[src/rtl/noc_traffic_gen.sv]
// Flit injector for one NoC router input port: four destination modes, idle-gap throttle,
// packet limit with done flag, and the router's full/almost_full backpressure rule.
module noc_traffic_gen #(
    parameter int          DATA_W  = 16,
    parameter int          ID_W    = 2,
    parameter int          LIMIT_W = 16,
    parameter int          GAP_W   = 4,
    parameter logic [15:0] SEED    = 16'hACE1
) (
    input  logic               clk,
    input  logic               reset,
    input  logic               full,
    input  logic               almost_full,
    input  logic [ID_W-1:0]    id,
    input  logic [ID_W-1:0]    to,
    input  logic [1:0]         mode,
    input  logic               enable,
    input  logic [GAP_W-1:0]   gap,
    input  logic [LIMIT_W-1:0] limit,
    output logic [DATA_W-1:0]  dataOut,
    output logic               write,
    output logic [LIMIT_W-1:0] sent_count,
    output logic               done
);

    localparam int SEQ_W = DATA_W - 2*ID_W - 1;

    localparam logic [1:0] MODE_FIXED = 2'b00;
    localparam logic [1:0] MODE_RR    = 2'b01;
    localparam logic [1:0] MODE_RAND  = 2'b10;

    typedef enum logic [1:0] {
        S_IDLE = 2'd0,
        S_SEND = 2'd1,
        S_GAP  = 2'd2,
        S_DONE = 2'd3
    } state_t;

    state_t             state_q, state_d;
    logic [DATA_W-1:0]  data_q, data_d;
    logic               write_q, write_d;
    logic [LIMIT_W-1:0] sent_q, sent_d;
    logic               done_q, done_d;
    logic [SEQ_W-1:0]   seq_q, seq_d;
    logic [ID_W-1:0]    rr_q, rr_d;
    logic [15:0]        lfsr_q, lfsr_d;
    logic [GAP_W-1:0]   gap_cnt_q, gap_cnt_d;

    logic               can_issue;
    logic [ID_W-1:0]    dest;
    logic [15:0]        lfsr_next;
    logic [LIMIT_W:0]   sent_inc;

    // Fibonacci LFSR, taps 16,14,13,11, shifting toward bit 0
    assign lfsr_next = {lfsr_q[0] ^ lfsr_q[2] ^ lfsr_q[3] ^ lfsr_q[5], lfsr_q[15:1]};
    assign sent_inc  = {1'b0, sent_q} + (LIMIT_W+1)'(1);
    // A strobe in flight already consumes the slot that almost_full advertises
    assign can_issue = ~((write_q & almost_full) | (~write_q & full));

    always_comb begin
        case (mode)
            MODE_FIXED: dest = to;
            MODE_RR:    dest = rr_q;
            MODE_RAND:  dest = lfsr_q[ID_W-1:0];
            default:    dest = id;
        endcase
    end

    always_comb begin
        state_d   = state_q;
        data_d    = data_q;
        write_d   = 1'b0;
        sent_d    = sent_q;
        done_d    = done_q;
        seq_d     = seq_q;
        rr_d      = rr_q;
        lfsr_d    = lfsr_q;
        gap_cnt_d = gap_cnt_q;

        case (state_q)
            S_IDLE: begin
                if (enable) state_d = S_SEND;
            end
            S_SEND: begin
                if (!enable) begin
                    state_d = S_IDLE;
                end else if (can_issue) begin
                    write_d = 1'b1;
                    data_d  = {seq_q, id, dest, 1'b1};
                    seq_d   = seq_q + SEQ_W'(1);
                    if (sent_q != '1) sent_d = sent_q + LIMIT_W'(1);
                    if (mode == MODE_RR)   rr_d   = rr_q + ID_W'(1);
                    if (mode == MODE_RAND) lfsr_d = lfsr_next;
                    if (limit != '0 && sent_inc == {1'b0, limit}) begin
                        state_d = S_DONE;
                    end else if (gap != '0) begin
                        state_d   = S_GAP;
                        gap_cnt_d = gap;
                    end
                end
            end
            S_GAP: begin
                gap_cnt_d = gap_cnt_q - GAP_W'(1);
                if (gap_cnt_q <= GAP_W'(1)) state_d = enable ? S_SEND : S_IDLE;
            end
            default: begin
                done_d = 1'b1;
            end
        endcase
    end

    always_ff @(posedge clk) begin
        if (reset) begin
            state_q   <= S_IDLE;
            data_q    <= '0;
            write_q   <= 1'b0;
            sent_q    <= '0;
            done_q    <= 1'b0;
            seq_q     <= '0;
            rr_q      <= '0;
            lfsr_q    <= SEED;
            gap_cnt_q <= '0;
        end else begin
            state_q   <= state_d;
            data_q    <= data_d;
            write_q   <= write_d;
            sent_q    <= sent_d;
            done_q    <= done_d;
            seq_q     <= seq_d;
            rr_q      <= rr_d;
            lfsr_q    <= lfsr_d;
            gap_cnt_q <= gap_cnt_d;
        end
    end

    assign dataOut    = data_q;
    assign write      = write_q;
    assign sent_count = sent_q;
    assign done       = done_q;

endmodule
[config.mk]
export PLATFORM = sky130hd
export DESIGN_NAME = noc_traffic_gen
export DESIGN_NICKNAME = d
export VERILOG_FILES = /design/src/rtl/noc_traffic_gen.sv
export SDC_FILE = /design/constraint.sdc
export NUM_CORES = 1
export LEC_CHECK = 0
export CELL_PAD_IN_SITES_DETAIL_PLACEMENT = 2
export CELL_PAD_IN_SITES_GLOBAL_PLACEMENT = 2
export CORE_ASPECT_RATIO = 1.1
export CORE_MARGIN = 2
export CORE_UTILIZATION = 28
export CTS_CLUSTER_DIAMETER = 100
export CTS_CLUSTER_SIZE = 28
export DETAILED_ROUTE_END_ITERATION = 8
export GPL_TIMING_DRIVEN = 0
export PLACE_DENSITY_LB_ADDON = 0.1
export SLEW_MARGIN = 15
export SYNTH_ARGS = -nofsm -noshare
export SYNTH_HDL_FRONTEND = slang
export SYNTH_SLANG_ARGS = --single-unit
[constraint.sdc]
create_clock -name clk -period 3.4 [get_ports clk]
set_input_delay 0.51 -clock clk [delete_from_list [all_inputs] [get_ports clk]]
set_output_delay 0.51 -clock clk [all_outputs]
set_load 0.01 [all_outputs]
* After elaboration in Yosys (flattened, before gate mapping)
Cells that the tools add are included.
** Word-level totals
- Register bits :: 69
- Word-level logic and storage cells :: 69
** Operators by class
- $add $sub $neg :: 5
- Reductions and logical operators :: 15
- Order comparisons :: 1
- Bitwise logic cells :: 10
- Equality and inequality tests :: 14
- Mux-type cells :: 15
** Operators with widths (number)
- adder 16 x 1 -> 17 bit (second input constant) :: 1
- equality test 17 x 16 -> 1 bit :: 1
- adder 16 x 1 -> 16 bit (second input constant) :: 1
- 2-to-1 mux 4 bit :: 4
- != test 16 bit (second input constant) :: 1
- nonzero test 16 bit :: 1
- 2-to-1 mux 2 bit :: 6
- != test 2 bit (second input constant) :: 6
- one-hot mux 2 bit (3 select lines) :: 2
- AND reduction 4 bit :: 3
- adder 11 x 1 -> 11 bit (second input constant) :: 1
- AND reduction 5 bit :: 2
- one-hot mux 4 bit (2 select lines) :: 1
- OR reduction 3 bit :: 2
- equality test 2 x 1 -> 1 bit (second input constant) :: 2
- equality test 2 bit (second input constant) :: 2
- <= comparator 4 x 1 -> 1 bit (second input constant) :: 1
- zero test 2 bit :: 2
- != test 4 bit (second input constant) :: 1
- inverter 1 bit :: 4
- nonzero test 4 bit :: 1
- subtractor 4 x 1 -> 4 bit (second input constant) :: 1
- != test 3 bit (second input constant) :: 1
- AND reduction 3 bit :: 1
- 8 further kinds :: 12

* Depth between registers and ports, before layout
- Depth after elaboration :: 7
- Gate-level depth with buffers :: 12
- Gate-level depth less buffers :: 10

* Least setup slack after synthesis
No wires, ideal clock.
- Path type :: reg-to-reg
- Start point :: register sent_q[0] (netlist: sent_count[0])
- End point :: register gap_cnt_q[3]
- Slack :: 0.118 ns
- Stages on the path, launching flop included :: 13
- Data arrival time :: 3.186 ns
- Data required time :: 3.305 ns
- Period minus slack after synthesis :: 3.282 ns
- Path through :: dfxtp_1 -> ha_1 -> nand3_2 -> or2_1 -> buf_6 -> a211o_1 -> a2111oi_2 -> nand4_1 -> a2111o_1 -> and3_1 -> buf_6 -> or4b_1 -> o311ai_1
** Between the ends
- Word-level cells in the longest chain between the ends :: 5
** RTL lines
- from (decl) :: line 42 : logic [LIMIT_W-1:0] sent_q, sent_d;
- from (signal assigned) :: line 127 : sent_q <= sent_d;
- adder 16 x 1 -> 17 bit :: line 56 : assign sent_inc = {1'b0, sent_q} + (LIMIT_W+1)'(1);
- equality test 17 x 16 -> 1 bit :: line 94 : if (limit != '0 && sent_inc == {1'b0, limit}) begin
- logical AND 1 bit :: line 94
- != test 2 bit (no line)
- AND reduction 5 bit (no line)
- to (signal assigned) :: line 132 : gap_cnt_q <= gap_cnt_d;
- to (decl) :: line 47 : logic [GAP_W-1:0] gap_cnt_q, gap_cnt_d;
No other way between the ends.
A chain may end at the register's enable or synchronous reset.

* Final worst setup path
- Start point :: register sent_q[2] (netlist: sent_count[2])
- End point :: register gap_cnt_q[3]
Same word-level chain as after synthesis.

==> results.toml <==
[synthesis]
ys_warn_count = 0
ys_async_sr_fraction_pct = 0
syn_inst = 440
synth_cell_type_count = 53
synth_top_area_share_pct = 38.82
synth_edf_count = 0
ys.flop_type = "dfxtp_1"
synth_top_cell_by_area = "dfxtp_1"
synth-seq-cells = 69
synth_common_cells = "nand2_1, dfxtp_1, a21oi_1, nor2_1, xnor2_1"
synth_area_mm2 = 0.003558
syn_area_per_cell_um2 = 8.087
seq_area_frac_synth_pct = 38.82
yosysMostFrequentCell = "nand2_1"
syn_nets = 479
synthTopCellsByArea = "dfxtp_1, nand2_1, xnor2_1"

[global_routing]
grt_usage_pct = 18.72
grt_pass1_wl_mm = 19.81
antenna_found_initial = 0
grt_overflow = 0
grt_pass1_vias = 3820
grt_max_degree = 12

[setup_path]
arrival_ns = 3.49
required_ns = 3.65
critPathMaxStageDelay_ns = 0.51
crit_family = "simple AND/OR/NAND/NOR gates"
critPathSlowestCell = "dfxtp_1"
endpoint_kind = "flop"
crit_fanout = 9
cp-start-kind = "flop"
cp.buffers_inverters = 1
path_class = "reg2reg"
path_cells = "nand3_2 -> nor4b_1 -> a21oi_1 -> o21ai_0 -> nand4_1 -> a2111o_1 -> and3_1 -> buf_6 -> or4b_1 -> o311ai_1"

[timing]
period_share_pct = 95.25
max_slew_margin_pct = 49.71
slew_viol_final = 0
setup_violations = 0
worst_pin_slew_ns = 0.7544
clock_skew_ns = 0.003931
min_period_ns = 3.238
hold_viol = 0
fmax_mhz = 308.8

[clock_tree]
clkTransAtPathRegs_ns = 0.06
cts-root-buf = "clkbuf_16"
clockBufferDepth = 2
h-tree-depth = 3
numCtsBuffers = 9
clock_latency_ns = 0.34
postCtsHoldBufs = 0
cts_tree = "built"
clock-sinks = 69

[routing]
wirelength_mm = 12.14
drt-initial-drc-count = 69
drt-vias-per-instance = 5.174
vias = 3482
wl_per_cell_um = 18.04
first_pass_iters = 4
drc = 0
ant_nets = 0

[hold_path]
hold_path.class = "reg2reg"

[power_and_ir_drop]
power_mw = 2.333
leakage_nw = 1.613
combPwrFrac_pct = 17.1
p_seq_share_pct = 38.0
cellPowerDensity_mw_per_mm2 = 490.2
p_sw_mw = 0.6338
irDropWorstVdd_mv = 0.1749
power.internal_mw = 1.699
power.share.switching_pct = 27.17
p_clk_share_pct = 44.9

[placement]
portBuffers = 63
place_congestion = 0.7954
hpwl_mm = 8.864

[finish]
area_delta_synth_final_pct = 33.76
nNetsFinal = 550
post-route-util_pct = 37.97
drive_gt1_share_pct = 6.977
antenna_cells = 0

[status]
status = "completed"

[die]
fp.dieH_um = 122.2
start_util_pct = 28.39
rows = 43
ios = 65
coreArea_mm2 = 0.01254
dieArea_mm2 = 0.01363
die_w_um = 111.5

[run]
drv_cap = 0
==> final timing paths <==
kind                                     end  slack [ns]  cells after the start     startpoint
worst max-delay path            gap_cnt_q[3]        0.16                     10  sent_count[2]
worst min-delay path              dataOut[8]        0.46                      2     dataOut[8]
worst max register to register  gap_cnt_q[3]        0.16                     10  sent_count[2]
worst min register to register    dataOut[8]        0.46                      2     dataOut[8]
==> tightest hold or removal path, cell delays in order (launching register included) <==
cell and delay [ns]:
dfxtp_1 0.31, nand2_1 0.05, a21oi_1 0.05
==> area by class of cell <==
| type | instances | area (um2) |
|---|---|---|
| fill | 1429 | 7776 |
| multi-input combinational | 331 | 2057 |
| sequential | 69 | 1388 |
| timing repair buffer | 64 | 638.1 |
| clock buffer | 12 | 256.5 |
| tap | 157 | 196.4 |
| buffer | 22 | 101.3 |
| clock inverter | 4 | 70.07 |
| inverter | 14 | 52.55 |
==> timing repair <==
item	in CTS	in global routing
setup endpoints to repair	4	13
gates resized for setup	7	7
pin swaps	1	3
buffers inserted	1	0
==> cell families after synthesis <==
| family | share of synthesized area (%) |
|---|---|
| simple gates | 26.27 |
| flops | 38.82 |
| compound gates | 15.47 |
| buf+inv | 4.676 |
| fa+ha+maj | 2.813 |
| mux | 2.110 |
| xor+xnor | 9.845 |
==> registers in the layout, indices dropped and copies added, names as in the netlist <==
register,count
sent_count,16
gap_cnt_q,4
write,1
done,1
state_q,2
seq_q,11
dataOut,16
rr_q,2
lfsr_q,16
==> metrics by stage <==
step / instance area, um2 / instances / setup WS, ns / hold WS (ns) / TNS, ns
final: 4760 / 673 / 0.1616 / 0.4551 / 0
after global routing: 4760 / 673 / -0.07981 / 0.4812 / -0.07981
after CTS: 4755 / 677 / 0.02150 / 0.4603 / 0
after detailed placement: 4385 / 660 / -0.3002 / 0.4539 / -2.767
after global placement: 4385 / 660 / -0.2770 / 0.4444 / -2.387
after floorplan: 3558 / 440 / 0.1183 / 0.4321 / 0
==> power by group through the flow <==
stage | registers (mW) | logic, mW | clock network [mW]
after floorplan | 0.896 | 0.240 | 0
after global placement | 0.901 | 0.382 | 0
after detailed placement | 0.903 | 0.399 | 0
after CTS | 0.888 | 0.405 | 1.07
after global routing | 0.894 | 0.449 | 1.11
final | 0.887 | 0.399 | 1.05
==> per-layer routing <==
layer / GRT usage, % / vias up / routed length, um
met2: 34.30 / 54 / 6193
met5: 0 / - / 0
met1: 21.75 / 1728 / 5338
met4: 7.099 / 0 / 282
li1: - / 1678 / -
met3: 3.605 / 22 / 324
==> cells in the final DEF (no fill, tap or decap), types with 5 or more instances in the layout <==
master and instances:
nand2_1 80, dfxtp_1 66, clkdlybuf4s50_1 63, a21oi_1 36
nor2_1 33, xnor2_1 24, clkbuf_1 18, o21ai_0 16
xor2_1 16, inv_1 14, nand4_1 12, nand3b_1 11
nand3_1 9, or3_1 9, clkbuf_16 9, nor3_1 8
ha_1 7, nor2b_1 5, a211oi_1 5, and3_1 5
Note: power is estimated with default switching activity, not from simulation.
